==> src/rtl/frog_pkg.sv <==
// Shared definitions for the Frogger game-flow controller: state encodings,
// default frame constants and the speed-select helper.
package frog_pkg;

  typedef enum logic [2:0] {
    ST_IDLE  = 3'd0,
    ST_PLAY  = 3'd1,
    ST_DYING = 3'd2,
    ST_HOME  = 3'd3,
    ST_OVER  = 3'd4
  } state_t;

  localparam int DEF_LIVES        = 3;
  localparam int DEF_TIME_FRAMES  = 1800;
  localparam int DEF_DEATH_FRAMES = 60;
  localparam int DEF_HOME_FRAMES  = 30;
  localparam int DEF_MAX_LEVEL    = 7;

  localparam int TIMER_W = 11;
  localparam int PHASE_W = 8;

  localparam logic [9:0] SCORE_MAX = 10'd999;

  // Obstacle speed is one step above the level, pinned at the 3-bit ceiling.
  function automatic logic [2:0] speed_of(input logic [2:0] lvl);
    return (lvl == 3'd7) ? 3'd7 : lvl + 3'd1;
  endfunction

endpackage

==> src/rtl/frame_down_counter.sv <==
// Frame-strobed down-counter with synchronous load; stops at zero and flags it.
module frame_down_counter #(
  parameter int               WIDTH   = 11,
  parameter logic [WIDTH-1:0] RST_VAL = '0
) (
  input  logic             clk,
  input  logic             rst_n,
  input  logic             load,
  input  logic [WIDTH-1:0] load_val,
  input  logic             stb,
  output logic [WIDTH-1:0] count,
  output logic             zero
);

  localparam logic [WIDTH-1:0] ONE = {{(WIDTH-1){1'b0}}, 1'b1};

  always_ff @(posedge clk) begin
    if (!rst_n)
      count <= RST_VAL;
    else if (load)
      count <= load_val;
    else if (stb && (count != '0))
      count <= count - ONE;
  end

  assign zero = (count == '0);

endmodule

==> src/rtl/frog_game_ctrl.sv <==
// Game-flow controller: sequences attract/play/death/home/game-over and owns
// lives, level, score and the per-life countdown.
//
//   state | meaning
//   IDLE  | attract screen, counters held at game-start values
//   PLAY  | frog and obstacles moving, life timer running
//   DYING | frozen after a death, frog held at start
//   HOME  | frozen after reaching the top row
//   OVER  | no lives left, final lives/level/score shown
module frog_game_ctrl
  import frog_pkg::*;
#(
  parameter int LIVES        = DEF_LIVES,
  parameter int TIME_FRAMES  = DEF_TIME_FRAMES,
  parameter int DEATH_FRAMES = DEF_DEATH_FRAMES,
  parameter int HOME_FRAMES  = DEF_HOME_FRAMES,
  parameter int MAX_LEVEL    = DEF_MAX_LEVEL
) (
  input  logic        i_clk,
  input  logic        i_rst_n,
  input  logic        i_ani_stb,
  input  logic        i_start_btn,
  input  logic        i_collide,
  input  logic        i_win,
  output logic [2:0]  o_state,
  output logic        o_animate,
  output logic        o_dead,
  output logic [1:0]  o_lives,
  output logic [2:0]  o_level,
  output logic [2:0]  o_speed,
  output logic [9:0]  o_score,
  output logic [10:0] o_timer
);

  localparam logic [1:0]         LIVES_LD = 2'(LIVES);
  localparam logic [2:0]         MAX_LD   = 3'(MAX_LEVEL);
  localparam logic [TIMER_W-1:0] TIME_LD  = TIMER_W'(TIME_FRAMES);
  localparam logic [PHASE_W-1:0] DEATH_LD = PHASE_W'(DEATH_FRAMES);
  localparam logic [PHASE_W-1:0] HOME_LD  = PHASE_W'(HOME_FRAMES);

  state_t             state, next;
  logic               btn_q, start;
  logic               enter_dying, enter_home;
  logic               animate_nxt, dead_nxt;
  logic [1:0]         lives, lives_nxt;
  logic [2:0]         level, level_nxt;
  logic [9:0]         score, score_nxt;
  logic               timer_load, timer_stb, timer_zero;
  logic [TIMER_W-1:0] timer;
  logic               phase_load, phase_stb, phase_zero;
  logic [PHASE_W-1:0] phase_ld_val, phase_cnt;

  assign start = i_start_btn & ~btn_q;

  always_ff @(posedge i_clk) begin
    if (!i_rst_n) begin
      state     <= ST_IDLE;
      btn_q     <= 1'b0;
      lives     <= LIVES_LD;
      level     <= 3'd0;
      score     <= 10'd0;
      o_animate <= 1'b0;
      o_dead    <= 1'b0;
      o_speed   <= 3'd1;
    end else begin
      state     <= next;
      btn_q     <= i_start_btn;
      lives     <= lives_nxt;
      level     <= level_nxt;
      score     <= score_nxt;
      o_animate <= animate_nxt;
      o_dead    <= dead_nxt;
      o_speed   <= speed_of(level_nxt);
    end
  end

  always_comb begin
    next      = state;
    lives_nxt = lives;
    level_nxt = level;
    score_nxt = score;
    case (state)
      ST_IDLE:  if (start) next = ST_PLAY;
      // A collision wins over a same-cycle home arrival.
      ST_PLAY: begin
        if (i_collide || timer_zero) next = ST_DYING;
        else if (i_win)              next = ST_HOME;
      end
      ST_DYING: if (phase_zero) next = (lives == 2'd0) ? ST_OVER : ST_PLAY;
      ST_HOME:  if (phase_zero) next = ST_PLAY;
      ST_OVER:  if (start) next = ST_PLAY;
      default:  next = ST_IDLE;
    endcase

    enter_dying = (state == ST_PLAY) && (next == ST_DYING);
    enter_home  = (state == ST_PLAY) && (next == ST_HOME);
    animate_nxt = (next == ST_PLAY);
    dead_nxt    = (next == ST_DYING);

    if ((state == ST_IDLE) || ((state == ST_OVER) && start)) begin
      lives_nxt = LIVES_LD;
      level_nxt = 3'd0;
      score_nxt = 10'd0;
    end else if (enter_dying) begin
      if (lives != 2'd0) lives_nxt = lives - 2'd1;
    end else if (enter_home) begin
      if (score < SCORE_MAX) score_nxt = score + 10'd1;
      if (level < MAX_LD)    level_nxt = level + 3'd1;
    end
  end

  // Timer reloads on every entry to PLAY and is held full while idle.
  assign timer_load = (state == ST_IDLE) || ((next == ST_PLAY) && (state != ST_PLAY));
  assign timer_stb  = i_ani_stb && (state == ST_PLAY);

  assign phase_load   = enter_dying || enter_home;
  assign phase_ld_val = enter_dying ? DEATH_LD : HOME_LD;
  assign phase_stb    = i_ani_stb && ((state == ST_DYING) || (state == ST_HOME));

  frame_down_counter #(.WIDTH(TIMER_W), .RST_VAL(TIME_LD)) u_life_timer (
    .clk      (i_clk),
    .rst_n    (i_rst_n),
    .load     (timer_load),
    .load_val (TIME_LD),
    .stb      (timer_stb),
    .count    (timer),
    .zero     (timer_zero)
  );

  frame_down_counter #(.WIDTH(PHASE_W), .RST_VAL('0)) u_phase_cnt (
    .clk      (i_clk),
    .rst_n    (i_rst_n),
    .load     (phase_load),
    .load_val (phase_ld_val),
    .stb      (phase_stb),
    .count    (phase_cnt),
    .zero     (phase_zero)
  );

  assign o_state = state;
  assign o_lives = lives;
  assign o_level = level;
  assign o_score = score;
  assign o_timer = timer;

endmodule

==> config.mk <==
export PLATFORM = sky130hd
export DESIGN_NAME = frog_game_ctrl
export DESIGN_NICKNAME = d
export VERILOG_FILES = /design/src/rtl/frog_pkg.sv /design/src/rtl/frame_down_counter.sv /design/src/rtl/frog_game_ctrl.sv
export SDC_FILE = /design/constraint.sdc
export NUM_CORES = 1
export LEC_CHECK = 0
export BUFFER_PORTS_ARGS = -buffer_cell sky130_fd_sc_hd__buf_2
export CAP_MARGIN = 20
export CORE_UTILIZATION = 59
export CTS_CLUSTER_SIZE = 8
export DETAILED_ROUTE_END_ITERATION = 12
export GPL_ROUTABILITY_DRIVEN = 1
export GPL_TIMING_DRIVEN = 0
export PLACE_DENSITY = 0.94
export REMOVE_ABC_BUFFERS = 1
export SLEW_MARGIN = 40
export SYNTH_ARGS = -nofsm -noshare
export SYNTH_HDL_FRONTEND = slang
export SYNTH_SLANG_ARGS = --single-unit
==> constraint.sdc <==
create_clock -name i_clk -period 7.2 [get_ports i_clk]
set_clock_uncertainty 0.05 [all_clocks]
set_input_delay 2.16 -clock i_clk [delete_from_list [all_inputs] [get_ports i_clk]]
set_output_delay 2.16 -clock i_clk [all_outputs]
set_load 0.02 [all_outputs]
==> results of run 1 <==
[final timing paths]
path / to / slack [ps] / cells after the start
worst max register to register: o_speed[0] / 4350 / 8
worst min register to register: o_score[8] / 470 / 2
worst min-delay path: o_score[8] / 470 / 2
worst max-delay path: o_speed[0] / 3030 / 9
[logic make-up (layout without fill, tap and decap cells)]
kind of cell,Yosys count,in the layout,share of synthesized area (%)
fa+ha+maj,7,7,4.18
compound gates,41,41,13.4
mux,1,1,0.478
simple gates,112,112,29.8
xor+xnor,19,19,7.94
flops,43,43,41.1
buf+inv,14,54,3.10
[flip-flops by register name, summed over array words and instances (netlist names)]
signal,flops
o_score,10
o_dead,1
o_level,3
btn_q,1
o_lives,2
u_life_timer.count,11
o_state,3
o_speed,3
u_phase_cnt.count,8
o_animate,1
[cell usage in the layout (no fill, tap or decap), types with 2 or more instances in the layout]
cell	count
sky130_fd_sc_hd__a211oi_1	2
sky130_fd_sc_hd__a21oi_1	8
sky130_fd_sc_hd__and2_1	3
sky130_fd_sc_hd__and3_1	3
sky130_fd_sc_hd__buf_2	39
sky130_fd_sc_hd__clkbuf_4	5
sky130_fd_sc_hd__dfxtp_1	43
sky130_fd_sc_hd__ha_1	7
sky130_fd_sc_hd__inv_1	7
sky130_fd_sc_hd__nand2_1	18
sky130_fd_sc_hd__nand2b_1	7
sky130_fd_sc_hd__nand3_1	8
sky130_fd_sc_hd__nand3b_1	3
sky130_fd_sc_hd__nand4_1	3
sky130_fd_sc_hd__nand4b_1	2
sky130_fd_sc_hd__nor2_1	26
sky130_fd_sc_hd__nor2b_1	2
sky130_fd_sc_hd__nor3_1	11
sky130_fd_sc_hd__nor3b_1	3
sky130_fd_sc_hd__nor4_1	3
sky130_fd_sc_hd__nor4b_1	2
sky130_fd_sc_hd__o2111ai_1	2
sky130_fd_sc_hd__o211ai_1	3
sky130_fd_sc_hd__o21a_1	2
sky130_fd_sc_hd__o21ai_0	3
sky130_fd_sc_hd__o21ai_1	9
sky130_fd_sc_hd__o31a_1	2
sky130_fd_sc_hd__or3_1	6
sky130_fd_sc_hd__or4_1	3
sky130_fd_sc_hd__or4b_1	2
sky130_fd_sc_hd__xnor2_1	8
sky130_fd_sc_hd__xor2_1	11
[metal layers]
| layer | track usage, % | vias up | share of wire, % |
|---|---|---|---|
| met1 | 30.0 | 881 | 45 |
| met5 | 0 | - | 0 |
| li1 | - | 933 | - |
| met4 | 9.52 | 0 | 1.3 |
| met3 | 4.62 | 7 | 3.1 |
| met2 | 43.0 | 36 | 51 |
[critical path, cell delays in order]
cell and delay, ps:
sky130_fd_sc_hd__buf_2 110, sky130_fd_sc_hd__or4b_4 490, sky130_fd_sc_hd__a31oi_4 240, sky130_fd_sc_hd__and2_1 310, sky130_fd_sc_hd__mux2i_1 300, sky130_fd_sc_hd__nor2_1 70
sky130_fd_sc_hd__ha_1 210, sky130_fd_sc_hd__nor4b_1 150, sky130_fd_sc_hd__or3_1 330
[final cells by class]
class	count	area (um2)
multi-input combinational	180	1180
tap	46	57.6
sequential	43	861
fill	280	992
inverter	7	26.3
timing repair buffer	39	195
clock buffer	6	41.3
clock inverter	2	12.5
[where the power goes]
group          internal (W)  total [W]  switching, W  leakage, nW
sequential         0.000247   0.000257     0.0000103        0.348
combinational     0.0000273  0.0000741     0.0000468        0.554
clock             0.0000377   0.000117     0.0000791       0.0282
total              0.000312   0.000448      0.000136        0.930
[through the flow]
step | power (W) | utilization (%) | worst slack, ps | cell area (um2)
6_report | 0.000448 | 70.5 | 3030 | 2370
5_1_grt | 0.000469 | 70.5 | 2960 | 2370
4_1_cts | 0.000449 | 70.5 | 3030 | 2370
3_5_place_dp | 0.000336 | 68.9 | 2640 | 2320
3_3_place_gp | 0.000333 | 68.7 | 2670 | 2310
2_1_floorplan | 0.000315 | - | 2990 | 2060
==> reports/results.env, run 1 <==
STATUS='finished clean'
FINALWEIGHTEDCONGESTION=0.834
MIN_PATH_TYPE='reg2reg'
TIMING.FINAL.HOLD_VIOLATIONS=0
AREAGROWTHSYNTHTOFINISH_PCT=13.1
FIRST_GLOBAL_VIAS=1627
YS_FF_LATCH=43
CTS-HOLD-FIX-BUFFERS=0
PEAKVDDDROP_mV=0.147
CTS_INSERTED_BUFFERS=5
CRITICAL_PATH_CLASS='in2reg'
NUM_VIAS=1857
TOTALWIRELENGTH_UM=4250
CTS_RESIZED=0
CTS_HTREE_LEVELS=2
FINALSETUPTNS_PS=0
GRT_MAX_DEGREE=16
PLACEMENT_ROWS=21
ANTENNA_LEFT=0
SYNTHESIS.AREA_PER_INSTANCE_UM2=8.84
SYNTH.YOSYS.SEQ_AREA_SHARE_PCT=41.1
DIE_Y_UM=61.6
TIMING.FMAX_GHz=0.240
WORSTSKEWPAIRLATENCY_PS=360
BOUNDARYPINS=40
GRT_PASS1_WL_UM=6930
SETUP.WORST_PATH.START_CLASS='primary input'
INSERTEDDIODECOUNT=0
SYNTH.TOP_CELLS.BY_AREA='sky130_fd_sc_hd__dfxtp_1 41%, sky130_fd_sc_hd__nor2_1 4.7%, sky130_fd_sc_hd__xor2_1 4.6%'
R2R_START='o_state[1]'
WL_PER_CELL_UM=13.2
MAX_SLEW.WORST_PIN.SLEW_PS=736
INITIAL_CORE_UTIL_PCT=62.3
YS_TOP_CELLS_BY_COUNT='43 x sky130_fd_sc_hd__dfxtp_1, 26 x sky130_fd_sc_hd__nor2_1, 18 x sky130_fd_sc_hd__nand2_1'
DESIGN.FINAL.NETS=289
CLK_PATH_BUF_DEPTH=2
SLEW-LIMIT-HEADROOM_PCT=50.9
NETLIST_AREA_PRE_PLACE_UM2=2100
YOSYS_WARNING_TOTAL=0
NETLIST_INSTANCES=237
PORT_BUFFERS=39
DRC=0
CTS.REPORTEDPATHS.CLKPINSLEW_PS=130
POST-SYNTH-TOP-AREA-FRACTION_PCT=41.1
FIRST_PASS_ITERS=4
PLACED_CELLS=315
SETUP_REPAIR_AFTER_GLOBAL_ROUTING_MISSED_ITS_MARGIN='no'
POWER_DENSITY_nW_PER_UM2=189
POST-CTS-SETUP-BUFFERS=0
ITERATION_0_DRC_COUNT_OF_THE_DETAILED_ROUTER=77
DETAILEDPLACEMENTHPWL_UM=3210
CTS_ROOT_BUFFER='sky130_fd_sc_hd__clkbuf_4'
SYNTHDOMINANTAREACELLTYPE='sky130_fd_sc_hd__dfxtp_1'
PLACEABLECOREAREA_UM2=3360
GLOBAL_ROUTE_USAGE_OVER_ALL_LAYERS_PCT=24.7
SETUP_VIOLATIONS=0
FIN_WORST_HOLD_SLACK_PS=471
CRITPATHMAXFANOUT=6
FINAL_PERIOD_MINUS_WORST_SETUP_SLACK_PS=4170
POST_DRT_VIA_CELL_RATIO=5.75
ANTENNA_VIOLATIONS_BEFORE_REPAIR=0
SYNTHFLOPTYPE='sky130_fd_sc_hd__dfxtp_1'
GLOBALROUTE.TOTALOVERFLOW=0
POST_SYNTH_NUM_CELL_TYPES=52
NUMBER_OF_ENABLE_FLIP_FLOP_CELLS_AFTER_SYNTHESIS=0
WORST_SETUP_PATH_START='i_collide'
CTS_TREE='yes'
CTS_SINKS=43
POST_ROUTE_CELLS_DRIVE_ABOVE_1_SHARE_PCT=18.8
STATIC_LEAKAGE_nW=0.930
ASYNCSETRESETFLOPFRACSYNTH_PCT=0
CELL_WITH_THE_MOST_INSTANCES_AFTER_SYNTHESIS='sky130_fd_sc_hd__dfxtp_1'
COUNT_OF_PINS_OVER_THEIR_SLEW_LIMIT=0
DIE_W_UM=61.6
SETUP.WORST_PATH.END_CLASS='flop'
LAYOUT_WORST_PATH_CYCLE_SHARE_PCT=57.9
DIE_AREA_UM2=3790
ARRIVAL_TIME_OF_DATA_AT_THE_CRITICAL_PATH_ENDPOINT_PS=4370
WORSTHOLDSTART='o_score[8]'
FINAL_CELL_COUNT_NO_FILL=323
CRITICAL_PATH_REQUIRED_PS=7400
MAXCAPVIOLCOUNT=0
Note: power is estimated with default switching activity, not from simulation.
==> run 2, diff against run 1 <==
- CORE_UTILIZATION: 59 -> 49
- PLACE_DENSITY: 0.94 -> 0.85
- clock period: 7.2 -> 3.8 ns (I/O delays scaled with it)
==> reports/results.env, run 2 (synthesis gave the netlist of run 1 again) <==
INITIAL_CORE_UTIL_PCT=51.6  # -11 points
LAYOUT_WORST_PATH_CYCLE_SHARE_PCT=85.6
TOTALWIRELENGTH_UM=4500  # +5.8%
SLEW-LIMIT-HEADROOM_PCT=48.4  # -2.5 points
PORT_BUFFERS=39  # unchanged
FINALSETUPTNS_PS=0  # unchanged
TOP_REGISTER='u_life_timer.count'
POST-CTS-SETUP-BUFFERS=0  # unchanged
DESIGN.FINAL.NETS=289  # unchanged
CTS.REPORTEDPATHS.CLKPINSLEW_PS=70  # -60 ps
CTS_INSERTED_BUFFERS=5  # unchanged
CTS_SINKS=43  # unchanged
FINAL_PERIOD_MINUS_WORST_SETUP_SLACK_PS=3250
FINAL_COMMON_CELL='sky130_fd_sc_hd__dfxtp_1'
CRITICAL_PATH_CLASS='in2reg'
GRT_MAX_DEGREE=16  # unchanged
CTS_HTREE_LEVELS=2  # unchanged
MAX_SLEW.WORST_PIN.SLEW_PS=773  # +37.0 ps
ARRIVAL_TIME_OF_DATA_AT_THE_CRITICAL_PATH_ENDPOINT_PS=3380  # -990 ps
POST_DRT_VIA_CELL_RATIO=5.62  # -2.3%
TIMING.FMAX_GHz=0.307
DIE_AREA_UM2=4540  # +20%
FINAL_CRITICAL_PATH_SETUP_SLACK_PS=548  # -2480 ps
STATIC_LEAKAGE_nW=0.953  # +2.5%
PLACEABLECOREAREA_UM2=4060  # +21%
DIE_Y_UM=67.4  # +9.4%
INSERTEDDIODECOUNT=0  # unchanged
POWER_DENSITY_nW_PER_UM2=402  # +110%
SETUP.WORST_PATH.START_CLASS='primary input'
PLACEMENT_ROWS=23  # +9.5%
CTS_ROOT_BUFFER='sky130_fd_sc_hd__clkbuf_8'
FIRST_PASS_ITERS=4  # unchanged
LAYOUT_COMMON_CELLS='43 x sky130_fd_sc_hd__dfxtp_1, 39 x sky130_fd_sc_hd__buf_2, 26 x sky130_fd_sc_hd__nor2_1'
DETAILEDPLACEMENTHPWL_UM=3310  # +3.1%
PEAKVDDDROP_mV=0.222  # +51%
ANTENNA_VIOLATIONS_BEFORE_REPAIR=0  # unchanged
CRITPATHMAXFANOUT=6  # unchanged
WL_PER_CELL_UM=13.8  # +4.9%
LARGEST_REG_FLOPS=11  # unchanged
ITERATION_0_DRC_COUNT_OF_THE_DETAILED_ROUTER=106  # +38%
BOUNDARYPINS=40  # unchanged
COUNT_OF_PINS_OVER_THEIR_SLEW_LIMIT=0  # unchanged
MAXCAPVIOLCOUNT=0  # unchanged
DRC=0  # unchanged
FIRST_GLOBAL_VIAS=1696  # +4.2%
ANTENNA_LEFT=0  # unchanged
POST_ROUTE_CELLS_DRIVE_ABOVE_1_SHARE_PCT=18.5  # -0.29 points
AREAGROWTHSYNTHTOFINISH_PCT=15.7
CRITICAL_PATH_REQUIRED_PS=3930  # -3470 ps
STATUS='finished clean'
POST-PLACE-WS_PS=252  # -2390 ps
TIMING.FINAL.HOLD_VIOLATIONS=0  # unchanged
MIN_PATH_TYPE='reg2reg'
GLOBAL_ROUTE_USAGE_OVER_ALL_LAYERS_PCT=22.2  # -2.5 points
CTS_TREE='yes'
CTS-HOLD-FIX-BUFFERS=0  # unchanged
CTS_RESIZED=0  # unchanged
CLK_PATH_BUF_DEPTH=2  # unchanged
NUM_VIAS=1832  # -1.3%
SETUP.WORST_PATH.END_CLASS='flop'
SETUP_VIOLATIONS=0  # unchanged
SETUP_REPAIR_AFTER_GLOBAL_ROUTING_MISSED_ITS_MARGIN='no'
GRT_PASS1_WL_UM=7490  # +8.0%
DIE_W_UM=67.4  # +9.4%
FINALWEIGHTEDCONGESTION=0.893  # +7.0%
GLOBALROUTE.TOTALOVERFLOW=0  # unchanged
WORSTSKEWPAIRLATENCY_PS=310  # -50 ps
## run 2: path summary, 6_finish.rpt
check,cells after the start,startpoint,end,slack [ps]
worst max-delay path,9,i_collide,o_speed[0],550
worst max register to register,8,o_state[1],o_speed[0],880
worst min-delay path,2,o_score[1],o_score[1],460
worst min register to register,2,o_score[1],o_score[1],460
## run 2: area by class of cell
type | instances | area (um2)
fillers | 363 | 1630
multi-input cells | 180 | 1180
flip-flops and latches | 43 | 861
repair buffers | 39 | 195
clock buffers | 6 | 72.6
well taps | 50 | 62.6
clock inverters | 1 | 30.0
inverters | 7 | 26.3
## run 2: layer usage
layer | track usage [%] | part of all wire (%) | vias up
met2 | 34.3 | 46 | 44
li1 | - | - | 926
met5 | 0 | 0 | -
met1 | 28.2 | 47 | 850
met3 | 5.41 | 4.8 | 12
met4 | 12.0 | 2.5 | 0
## run 2: critical path: stages
cell                      delay [ps]
sky130_fd_sc_hd__buf_2           110
sky130_fd_sc_hd__or4b_4          490
sky130_fd_sc_hd__a31oi_4         250
sky130_fd_sc_hd__and2_1          300
sky130_fd_sc_hd__mux2i_1         320
sky130_fd_sc_hd__nor2_1           70
sky130_fd_sc_hd__ha_1            210
sky130_fd_sc_hd__nor4b_1         150
sky130_fd_sc_hd__or3_1           340
## run 2: stage by stage
stage | instances | area (um2) | power [W] | hold WS (ps) | utilization (%)
2_1_floorplan | 230 | 2060 | 0.000596 | 443 | -
3_3_place_gp | 319 | 2310 | 0.000633 | 431 | 57.0
3_5_place_dp | 319 | 2320 | 0.000639 | 455 | 57.2
4_1_cts | 326 | 2420 | 0.000980 | 466 | 59.8
5_1_grt | 326 | 2420 | 0.00102 | 510 | 59.8
6_report | 326 | 2420 | 0.000975 | 464 | 59.8
## run 2: power by group
| group | internal, W | switching (W) | total, W |
|---|---|---|---|
| clock network | 0.000193 | 0.000153 | 0.000346 |
| logic | 0.0000517 | 0.0000892 | 0.000141 |
| registers | 0.000467 | 0.0000206 | 0.000488 |
| total | 0.000712 | 0.000263 | 0.000975 |
==> run 3, diff against run 2 <==
- CORE_UTILIZATION: 49 -> 51
- PLACE_DENSITY: 0.85 -> 0.86
- SYNTH_HIERARCHICAL: default -> 1
==> reports/results.env, run 3 <==
STATUS='finished clean'
INITIAL_CORE_UTIL_PCT=54.7  # +3.0 points
FINALWEIGHTEDCONGESTION=0.845  # -5.4%
WORST_SETUP_PATH_START='u_life_timer/count[8]'
CTS_INSERTED_BUFFERS=5  # unchanged
MAX_SLEW.WORST_PIN.SLEW_PS=732  # -41.3 ps
PLACEMENT_ROWS=24  # +4.3%
WORSTHOLDSTART='u_phase_cnt/count[1]'
SETUP_REPAIR_AFTER_GLOBAL_ROUTING_MISSED_ITS_MARGIN='no'
LARGEST_REG_FLOPS=11  # unchanged
FIRST_PASS_ITERS=4  # unchanged
ARRIVAL_TIME_OF_DATA_AT_THE_CRITICAL_PATH_ENDPOINT_PS=3740  # +360 ps
POST-PLACE-WS_PS=-288  # -540 ps
CRITICAL_PATH.N_BUFFERS_INVERTERS=1  # unchanged
TOTALWIRELENGTH_UM=5470  # +21%
TOP_REGISTER='u_life_timer/count'
DIE_AREA_UM2=5110  # +13%
ITERATION_0_DRC_COUNT_OF_THE_DETAILED_ROUTER=124  # +17%
CELL_WITH_THE_MOST_INSTANCES_AFTER_SYNTHESIS='sky130_fd_sc_hd__dfxtp_1'
POWER_DENSITY_nW_PER_UM2=394  # -2.0%
SYNTHFLOPTYPE='sky130_fd_sc_hd__dfxtp_1'
ANTENNA_LEFT=0  # unchanged
FINAL_PERIOD_MINUS_WORST_SETUP_SLACK_PS=3580  # +332 ps
DIE_W_UM=71.5  # +6.1%
COUNT_OF_PINS_OVER_THEIR_SLEW_LIMIT=0  # unchanged
CRITICAL-PATH-MAX-STAGE-DELAY_PS=690  # +200 ps
CRIT_CHAIN='or4_1, nor4_4, nor3_1, nor2_1, or3b_1, o31ai_4, inv_1, o22ai_1, a311oi_1'
DESIGN.FINAL.NETS=351  # +21%
GLOBALROUTE.TOTALOVERFLOW=0  # unchanged
CLK_PATH_BUF_DEPTH=2  # unchanged
R2R_START='u_life_timer/count[8]'
SYNTH.TOP_CELLS.BY_AREA='sky130_fd_sc_hd__dfxtp_1 35%, sky130_fd_sc_hd__ha_1 3.6%, sky130_fd_sc_hd__nor2_1 3.4%'
PEAKVDDDROP_mV=0.205  # -7.8%
TIMING.FMAX_GHz=0.279  # -9.3%
SETUP.WORST_PATH.START_CLASS='flop'
ANTENNA_VIOLATIONS_BEFORE_REPAIR=0  # unchanged
GLOBAL_ROUTE_USAGE_OVER_ALL_LAYERS_PCT=22.5  # +0.38 points
STATIC_LEAKAGE_nW=1.11  # +16%
YS_FF_LATCH=43  # unchanged
WL_PER_CELL_UM=14.1  # +1.8%
LAYOUT_COMMON_CELLS='43 x sky130_fd_sc_hd__dfxtp_1, 39 x sky130_fd_sc_hd__buf_2, 22 x sky130_fd_sc_hd__nor2_1'
NUMBER_OF_ENABLE_FLIP_FLOP_CELLS_AFTER_SYNTHESIS=0  # unchanged
YS_TOP_CELLS_BY_COUNT='43 x sky130_fd_sc_hd__dfxtp_1, 22 x sky130_fd_sc_hd__nor2_1, 18 x sky130_fd_sc_hd__nand2_1'
BOUNDARYPINS=40  # unchanged
MAXCAPVIOLCOUNT=0  # unchanged
WORSTSKEWPAIRLATENCY_PS=290  # -20 ps
CTS_HTREE_LEVELS=2  # unchanged
PORT_BUFFERS=39  # unchanged
LAYOUT_WORST_PATH_CYCLE_SHARE_PCT=94.3  # +8.7 points
TIMING.REG2REG.SETUP_SLACK_PS=220  # -660 ps
NUM_VIAS=2273  # +24%
GRT_PASS1_WL_UM=9130  # +22%
CRITICAL_PATH_CLASS='reg2reg'
FIRST_GLOBAL_VIAS=2018  # +19%
AREAGROWTHSYNTHTOFINISH_PCT=15.4
DIE_Y_UM=71.5  # +6.1%
ASYNCSETRESETFLOPFRACSYNTH_PCT=0  # unchanged
SYNTHDOMINANTAREACELLTYPE='sky130_fd_sc_hd__dfxtp_1'
SYNTH.YOSYS.SEQ_AREA_SHARE_PCT=34.9  # -6.1 points
CTS_ROOT_BUFFER='sky130_fd_sc_hd__clkbuf_8'
SLEW-LIMIT-HEADROOM_PCT=51.0  # +2.7 points
CTS_TREE='yes'
FINAL_COMMON_CELL='sky130_fd_sc_hd__dfxtp_1'
CTS_SINKS=43  # unchanged
POST_ROUTE_CELLS_DRIVE_ABOVE_1_SHARE_PCT=19.6  # +1.1 points
CTS.REPORTEDPATHS.CLKPINSLEW_PS=80  # about the same
TOTAL_POWER_W=0.00112  # +15%
SETUP_VIOLATIONS=0  # unchanged
DETAILEDPLACEMENTHPWL_UM=3920  # +18%
POST_SYNTH_NUM_CELL_TYPES=66  # +27%
POST_DRT_VIA_CELL_RATIO=5.84  # +4.0%
CRITICAL_PATH_REQUIRED_PS=3950  # +20 ps
FINAL_CRITICAL_PATH_SETUP_SLACK_PS=215  # -332 ps
DRC=0  # unchanged
MIN_PATH_TYPE='reg2reg'
INSERTEDDIODECOUNT=0  # unchanged
YOSYS_WARNING_TOTAL=6  # +6
SETUP.WORST_PATH.END_CLASS='flop'
PLACEABLECOREAREA_UM2=4500  # +11%
NETLIST_INSTANCES=287  # +21%
NETLIST_AREA_PRE_PLACE_UM2=2460  # +18%
SYNTHESIS.AREA_PER_INSTANCE_UM2=8.58  # -2.9%
GRT_MAX_DEGREE=40  # +24
WORST_PATH_MAX_DELAY_CELL='sky130_fd_sc_hd__or4_1'
TIMING.FINAL.HOLD_VIOLATIONS=0  # unchanged
WORST_PATH_DOMINANT_CELL_FAMILY='simple AND/OR/NAND/NOR gates'
CRITPATHMAXFANOUT=13  # +7
POST-SYNTH-TOP-AREA-FRACTION_PCT=34.9  # -6.1 points
run 3: cell count changes in the layout (fill, tap and decap cells not counted), sizes merged, moves of 4 or more:
cell   delta
a21oi     +6
conb     +17
inv      +10
mux2i     +6
nand3     +6
nor2      -4
nor3      -6
o21ai     +5
o31ai    +11
or3b      +4
or4       +7
xor2     -10
run 3: layout make-up:
class	count	area, um2
fillers	381	1660
inverters	17	63.8
flip-flops and latches	43	861
clock buffers	6	72.6
multi-input cells	232	1590
repair buffers	39	195
well taps	52	65.1
run 3: path summary, 6_finish.rpt:
check,to,depth (start not counted)
min reg2reg,u_phase_cnt/count[1],2
min,u_phase_cnt/count[1],2
max,u_life_timer/count[1],9
max reg2reg,u_life_timer/count[1],9
run 3: stage by stage:
stage | hold slack, ps | TNS, ps | std cells | cell area (um2) | utilization, %
after floorplan | 418 | 0 | 292 | 2470 | -
after global placement | 433 | -3930 | 383 | 2730 | 60.7
after detailed placement | 443 | -1240 | 383 | 2740 | 60.9
after CTS | 454 | 0 | 389 | 2820 | 62.7
after global routing | 485 | 0 | 389 | 2840 | 63.1
final | 452 | 0 | 389 | 2840 | 63.1
run 3: cells by family after synthesis:
family | share of synthesized area, %
and+or+nand+nor | 30.3
adders and majority gates | 3.55
buffers and inverters | 4.47
xor gates and xnor gates | 2.13
DFF | 34.9
muxes | 2.84
other | 0.305
AOI/OAI and AO/OA | 21.5
run 3: power by group:
part,internal (W),switching [W]
clock,0.000123,0.000144
sequential,0.000487,0.0000447
combinational,0.000122,0.000199
total,0.000732,0.000388
run 3: metal layers:
layer	global-route usage [%]	routed length, um	vias up
li1	-	-	1154
met1	29.0	2550	1067
met2	37.8	2640	45
met3	5.06	190	7
met4	7.19	86	0
met5	0	0	-
run 3: what timing repair did:
item / in CTS / in global routing
buffers inserted: 0 / 0
resized for setup: 1 / 2
hold buffers: 0 / 0
setup endpoints to repair: 2 / 7
hold endpoints to repair: 0 / 0
run 3: worst min-delay path: stages (launching register included):
cell and delay (ps):
sky130_fd_sc_hd__dfxtp_1 330, sky130_fd_sc_hd__nand4_1 70, sky130_fd_sc_hd__nand3_1 60
